<file path="src/rtl/viol_reset_if.sv">
// rtl/viol_reset_if.sv - violation merge / reset request signal bundle
interface viol_reset_if #(
  parameter int NUM_SRC = 3,
  parameter int CNT_W   = 8
);
  logic [15:0]        pc;
  logic [NUM_SRC-1:0] viol_in;
  logic               cause_clr;
  logic               sys_rst_req;
  logic [NUM_SRC-1:0] viol_cause;
  logic [CNT_W-1:0]   viol_cnt;
  logic               busy;

  modport master (
    output pc, viol_in, cause_clr,
    input  sys_rst_req, viol_cause, viol_cnt, busy
  );

  modport slave (
    input  pc, viol_in, cause_clr,
    output sys_rst_req, viol_cause, viol_cnt, busy
  );
endinterface

</file>
<file path="src/rtl/viol_reset_ctrl.sv">
// rtl/viol_reset_ctrl.sv - merges monitor violations into a stretched PUC reset request
module viol_reset_ctrl #(
  parameter int          NUM_SRC         = 3,
  parameter int          RST_CYCLES      = 4,
  parameter int          RECOVER_TIMEOUT = 64,
  parameter logic [15:0] RESET_HANDLER   = 16'h0000,
  parameter int          CNT_W           = 8
) (
  input  logic         mclk,
  input  logic         reset_n,
  viol_reset_if.slave  bus
);

  typedef enum logic [1:0] {
    BOOT    = 2'd0,
    IDLE    = 2'd1,
    ASSERT  = 2'd2,
    RECOVER = 2'd3
  } state_t;

  localparam logic [15:0] RST_LOAD = 16'(RST_CYCLES - 1);
  localparam logic [15:0] TO_LAST  = 16'(RECOVER_TIMEOUT - 1);

  state_t             state, state_nxt;
  logic [15:0]        timer, timer_nxt;
  logic [NUM_SRC-1:0] cause_nxt;
  logic [CNT_W-1:0]   cnt_nxt;
  logic [CNT_W-1:0]   cnt_sat_inc;
  logic               any_viol;
  logic               at_handler;

  assign any_viol    = |bus.viol_in;
  assign at_handler  = (bus.pc == RESET_HANDLER);
  assign cnt_sat_inc = (bus.viol_cnt == {CNT_W{1'b1}}) ? bus.viol_cnt
                                                        : bus.viol_cnt + CNT_W'(1);

  // State, timer and all outputs are registered; outputs reflect the state being entered.
  always_ff @(posedge mclk or negedge reset_n) begin
    if (!reset_n) begin
      state           <= BOOT;
      timer           <= 16'd0;
      bus.sys_rst_req <= 1'b0;
      bus.viol_cause  <= '0;
      bus.viol_cnt    <= '0;
      bus.busy        <= 1'b1;
    end else begin
      state           <= state_nxt;
      timer           <= timer_nxt;
      bus.sys_rst_req <= (state_nxt == ASSERT);
      bus.viol_cause  <= cause_nxt;
      bus.viol_cnt    <= cnt_nxt;
      bus.busy        <= (state_nxt != IDLE);
    end
  end

  // Next-state, timer, cause and counter; monitors are ignored until the CPU reaches the handler.
  always_comb begin
    state_nxt = state;
    timer_nxt = timer;
    cause_nxt = bus.viol_cause;
    cnt_nxt   = bus.viol_cnt;
    case (state)
      BOOT: begin
        if (at_handler) state_nxt = IDLE;
      end
      IDLE: begin
        // A clear in the same cycle as a new violation leaves only the new cause.
        cause_nxt = (bus.cause_clr ? '0 : bus.viol_cause) | bus.viol_in;
        if (any_viol) begin
          state_nxt = ASSERT;
          timer_nxt = RST_LOAD;
          cnt_nxt   = cnt_sat_inc;
        end
      end
      ASSERT: begin
        cause_nxt = bus.viol_cause | bus.viol_in;
        if (timer == 16'd0) begin
          state_nxt = RECOVER;
          timer_nxt = 16'd0;
        end else begin
          timer_nxt = timer - 16'd1;
        end
      end
      RECOVER: begin
        cause_nxt = bus.viol_cause | bus.viol_in;
        // A clean re-entry into the handler wins over the timeout.
        if (at_handler && !any_viol) begin
          state_nxt = IDLE;
        end else if (timer == TO_LAST) begin
          state_nxt = ASSERT;
          timer_nxt = RST_LOAD;
          cnt_nxt   = cnt_sat_inc;
        end else begin
          timer_nxt = timer + 16'd1;
        end
      end
      default: begin
        state_nxt = BOOT;
        timer_nxt = 16'd0;
      end
    endcase
  end

endmodule

</file>
<file path="src/flat_wrapper.sv">
// flat-port wrapper written by rule: the top's interface ports become plain ports
module viol_reset_ctrl_flat 
#(
  parameter int          NUM_SRC         = 3,
  parameter int          RST_CYCLES      = 4,
  parameter int          RECOVER_TIMEOUT = 64,
  parameter logic [15:0] RESET_HANDLER   = 16'h0000,
  parameter int          CNT_W           = 8
)
  (mclk, reset_n, bus_pc, bus_viol_in, bus_cause_clr, bus_sys_rst_req, bus_viol_cause, bus_viol_cnt, bus_busy);
  viol_reset_if #(.NUM_SRC(NUM_SRC), .CNT_W(CNT_W)) bus_i ();
  input  logic mclk;
  input  logic reset_n;
  input wire logic [$bits(bus_i.pc)-1:0] bus_pc;
  input wire logic [$bits(bus_i.viol_in)-1:0] bus_viol_in;
  input wire logic [$bits(bus_i.cause_clr)-1:0] bus_cause_clr;
  output wire logic [$bits(bus_i.sys_rst_req)-1:0] bus_sys_rst_req;
  output wire logic [$bits(bus_i.viol_cause)-1:0] bus_viol_cause;
  output wire logic [$bits(bus_i.viol_cnt)-1:0] bus_viol_cnt;
  output wire logic [$bits(bus_i.busy)-1:0] bus_busy;
  assign bus_i.pc = bus_pc;
  assign bus_i.viol_in = bus_viol_in;
  assign bus_i.cause_clr = bus_cause_clr;
  assign bus_sys_rst_req = bus_i.sys_rst_req;
  assign bus_viol_cause = bus_i.viol_cause;
  assign bus_viol_cnt = bus_i.viol_cnt;
  assign bus_busy = bus_i.busy;
  viol_reset_ctrl #(.NUM_SRC(NUM_SRC), .RST_CYCLES(RST_CYCLES), .RECOVER_TIMEOUT(RECOVER_TIMEOUT), .RESET_HANDLER(RESET_HANDLER), .CNT_W(CNT_W)) u_core (.mclk(mclk), .reset_n(reset_n), .bus(bus_i));
endmodule
</file>
<file path="config.mk">
export PLATFORM = sky130hd
export DESIGN_NAME = viol_reset_ctrl_flat
export DESIGN_NICKNAME = d
export VERILOG_FILES = /design/src/rtl/viol_reset_if.sv /design/src/rtl/viol_reset_ctrl.sv /design/src/flat_wrapper.sv
export SDC_FILE = /design/constraint.sdc
export NUM_CORES = 1
export LEC_CHECK = 0
export BUFFER_PORTS_ARGS = -buffer_cell sky130_fd_sc_hd__buf_2
export CAP_MARGIN = 20
export CORE_ASPECT_RATIO = 0.8
export CORE_UTILIZATION = 45
export DETAILED_ROUTE_END_ITERATION = 10
export PLACE_DENSITY = 0.63
export SETUP_SLACK_MARGIN = 0.05
export SYNTH_ARGS = -nofsm -noshare
export SYNTH_HDL_FRONTEND = slang
export SYNTH_SLANG_ARGS = --single-unit
</file>
<file path="constraint.sdc">
create_clock -name mclk -period 3.7 [get_ports mclk]
set_input_delay 0.185 -clock mclk [delete_from_list [all_inputs] [get_ports mclk]]
set_output_delay 0.185 -clock mclk [all_outputs]
set_load 0.02 [all_outputs]
</file>
==> impl_metrics.ini <==
[outcome]
status = finished, violations left
violations = design-rule violations

[synthesis]
synth_edf_count = 0
ys_async_sr_fraction = 1.00
synth_cell_types = 57
synth_nets = 321
synthCells = 296
ys_seq_elements = 31
ys_warn_count = 0
ys_top_cells_by_area = dfrtp_1 31%, nor4_1 3.6%, a21oi_1 3.3%
synth_top_area_share = 0.310
synth-seq-area-share = 0.321
synth_top_cell_by_area = dfrtp_1
syn-cell-area_um2 = 2420
avgSynthCellArea_um2 = 8.18
synth_ff_type = dfrtp_1

[power]
comb_power_share = 0.068
switching_power_mw = 0.185
p_per_area_nw_per_um2 = 287
peakVddDrop_uv = 154
p_int_mw = 0.585
totalPowerFinal_mw = 0.770
p_clk_frac = 0.456
p_seq_frac = 0.477
swShare = 0.241
p_leak_nw = 1.02

[route]
num_vias = 2543
dr.pass1.iters = 8
drt_iter0_drc = 284
route.detailed.drc = 2
drtAntennaViolNets = 0
wirelength_um = 7130
routed_via_density = 6.75
wl_per_cell_um = 18.9

[min_path]
hold_class = in -> reg

[sta]
period_share = 0.751
skew_ns = 0.0125
max_freq_mhz = 360
tightest_slew_ns = 0.743
finalWorstPathRequiredPeriod_ns = 2.78
setup_viol_count_final = 0
hold_violations = 0
tns_ns = 0
fin_ws_ns = 0.923
slew_viol_final = 0
max_slew_margin = 0.505
rsz0062_at_grt = false

[finish]
regArea_um2 = 777
fillers = 484
final_core_util = 0.527
drive_gt1_frac = 0.181
multiInputGateArea_um2 = 1480
final_nets = 339
areaGrowthSynthToFinish_pct = 10.8
insertedDiodeCount = 0

[placed_design]
dp_hpwl_um = 4920
port_buffers = 34
place_worst_setup_slack_ns = 0.971
gp_congestion = 0.924

[floorplan]
std_cell_rows = 23
core_area_um2 = 5090
die_area_um2 = 5680
die_x_um = 84.0
start_util = 0.475
pin_count = 35
die_h_um = 67.6

[clock_tree]
cts_buffer_depth = 2
clock-root-buffer = clkbuf_8
cts_tree = done
cts_buffers = 5
insertion_delay_ns = 0.29
cts_sinks = 31
clk_pin_slew_worst_paths_ns = 0.07
cts_setup_buffers = 0
h-tree-depth = 2

[flow_run]
maxCapViolCount = 0

[critical_path]
crit_type = reg -> reg
worstPathArrival_ns = 2.95
start_kind = flip-flop
crit_required_ns = 3.87
endpoint_kind = flip-flop
worst-path-max-fanout = 12

[global_routing]
grt_pass1_wl_um = 11500
grt_antenna_before_repair = 0
grt_max_degree = 32
grt_pass1_vias = 2252
track_usage = 0.264
grt.overflow.total = 0
==> layout by cell type, fill, tap and decap left out, drive strengths merged, types with 3 or more instances in the layout <==
master	synthesis	final
a211oi	8	8
a21oi	16	16
a22o	3	3
a22oi	3	3
a2bb2oi	3	3
a31oi	3	3
and3	3	3
buf	9	35
clkbuf	16	6
dfrtp	30	30
ha	3	3
inv	12	12
mux2i	3	3
nand2	18	18
nand2b	4	4
nand3	14	14
nand3b	6	6
nand4	8	8
nand4b	4	4
nor2	22	22
nor3	12	12
nor4	16	16
o211ai	8	8
o21ai	14	14
o22ai	5	5
or2	5	5
or3	4	4
or4	6	6
xnor2	7	7
==> timing repair <==
action / 4_1_cts / 5_1_grt
hold buffers: 1 / 0
resized for setup: 0 / 0
endpoints found under the hold margin: 30 / 0
==> path summary, 6_finish.rpt <==
check / to / depth (start not counted) / from / slack (ns)
worst max-delay path: u_core.bus.viol_cnt[1] / 5 / u_core.timer[9] / 0.92
worst min-delay path: u_core.bus.viol_cause[1] / 3 / bus_viol_in[1] / 0.20
worst max register to register: u_core.bus.viol_cnt[1] / 5 / u_core.timer[9] / 0.92
worst min register to register: u_core.bus.viol_cnt[6] / 1 / u_core.bus.viol_cnt[6] / 0.49
max in group asynchronous: u_core.bus.viol_cnt[0] / 2 / reset_n / 2.74
min in group asynchronous: u_core.timer[13] / 2 / reset_n / 0.49
==> stage by stage <==
| step | instances | hold WS (ns) | instance area [µm²] |
|---|---|---|---|
| 2_1_floorplan | 296 | -0.111 | 2420 |
| 3_3_place_gp | 368 | 0.289 | 2550 |
| 3_5_place_dp | 368 | 0.283 | 2550 |
| 4_1_cts | 377 | 0.189 | 2680 |
| 5_1_grt | 377 | 0.199 | 2680 |
| 6_report | 377 | 0.198 | 2680 |
==> layer usage <==
layer | up-vias | track usage | routed length (µm)
li1 | 1163 | - | -
met1 | 1189 | 0.371 | 3190
met2 | 174 | 0.394 | 2990
met3 | 17 | 0.0538 | 809
met4 | 0 | 0.116 | 140
met5 | - | 0 | 0
==> layout make-up <==
cell class              instances  share of cell area
clock buffers                   6              0.0308
well taps                      62              0.0289
inverters                      12              0.0168
flip-flops and latches         31               0.290
multi-input cells             228               0.551
clock inverters                 2              0.0131
repair buffers                 36              0.0700
==> worst max-delay path: stages, from the launching register on <==
cell	delay (ns)
dfrtp_1	0.50
or4_4	0.67
nor4_4	0.52
nand2b_1	0.50
nand2_1	0.18
mux2_2	0.30
==> logic make-up (layout without fill, tap and decap cells) <==
| family | after synthesis | after routing | share of synthesized area |
|---|---|---|---|
| flip-flops | 31 | 31 | 0.321 |
| buffers and inverters | 37 | 56 | 0.0687 |
| multiplexers | 4 | 4 | 0.0171 |
| AND/OR/NAND/NOR | 132 | 132 | 0.321 |
| AO/OA/AOI/OAI | 80 | 80 | 0.224 |
| adder cells (fa/ha/maj) | 3 | 3 | 0.0155 |
| XOR/XNOR | 9 | 9 | 0.0326 |
==> registers in the layout (all words and copies together), names as in the netlist <==
name                    count
u_core.timer               16
u_core.bus.viol_cnt         8
u_core.bus.viol_cause       3
u_core.state                2
u_core.bus.busy             1
u_core.bus.sys_rst_req      1
==> synth_stat cells, types with 6 or more instances <==
cell,n
o211ai_1,8
xnor2_1,7
nand3_1,14
clkbuf_1,16
nor2_1,20
nand2_1,18
inv_1,12
nand3b_1,6
nand4_1,8
a211oi_1,8
a21oi_1,16
dfrtp_1,30
o21ai_0,14
nor3_1,12
nor4_1,14
==> power groups by stage <==
stage                     sequential, mW  combinational (mW)  clock (mW)
after detailed placement           0.372              0.0511           0
final                              0.367              0.0522       0.351
after global placement             0.372              0.0501           0
after global routing               0.368              0.0579       0.374
after CTS                          0.366              0.0522       0.359
after floorplan                    0.355              0.0396           0
(Power assumes the default switching activity.)
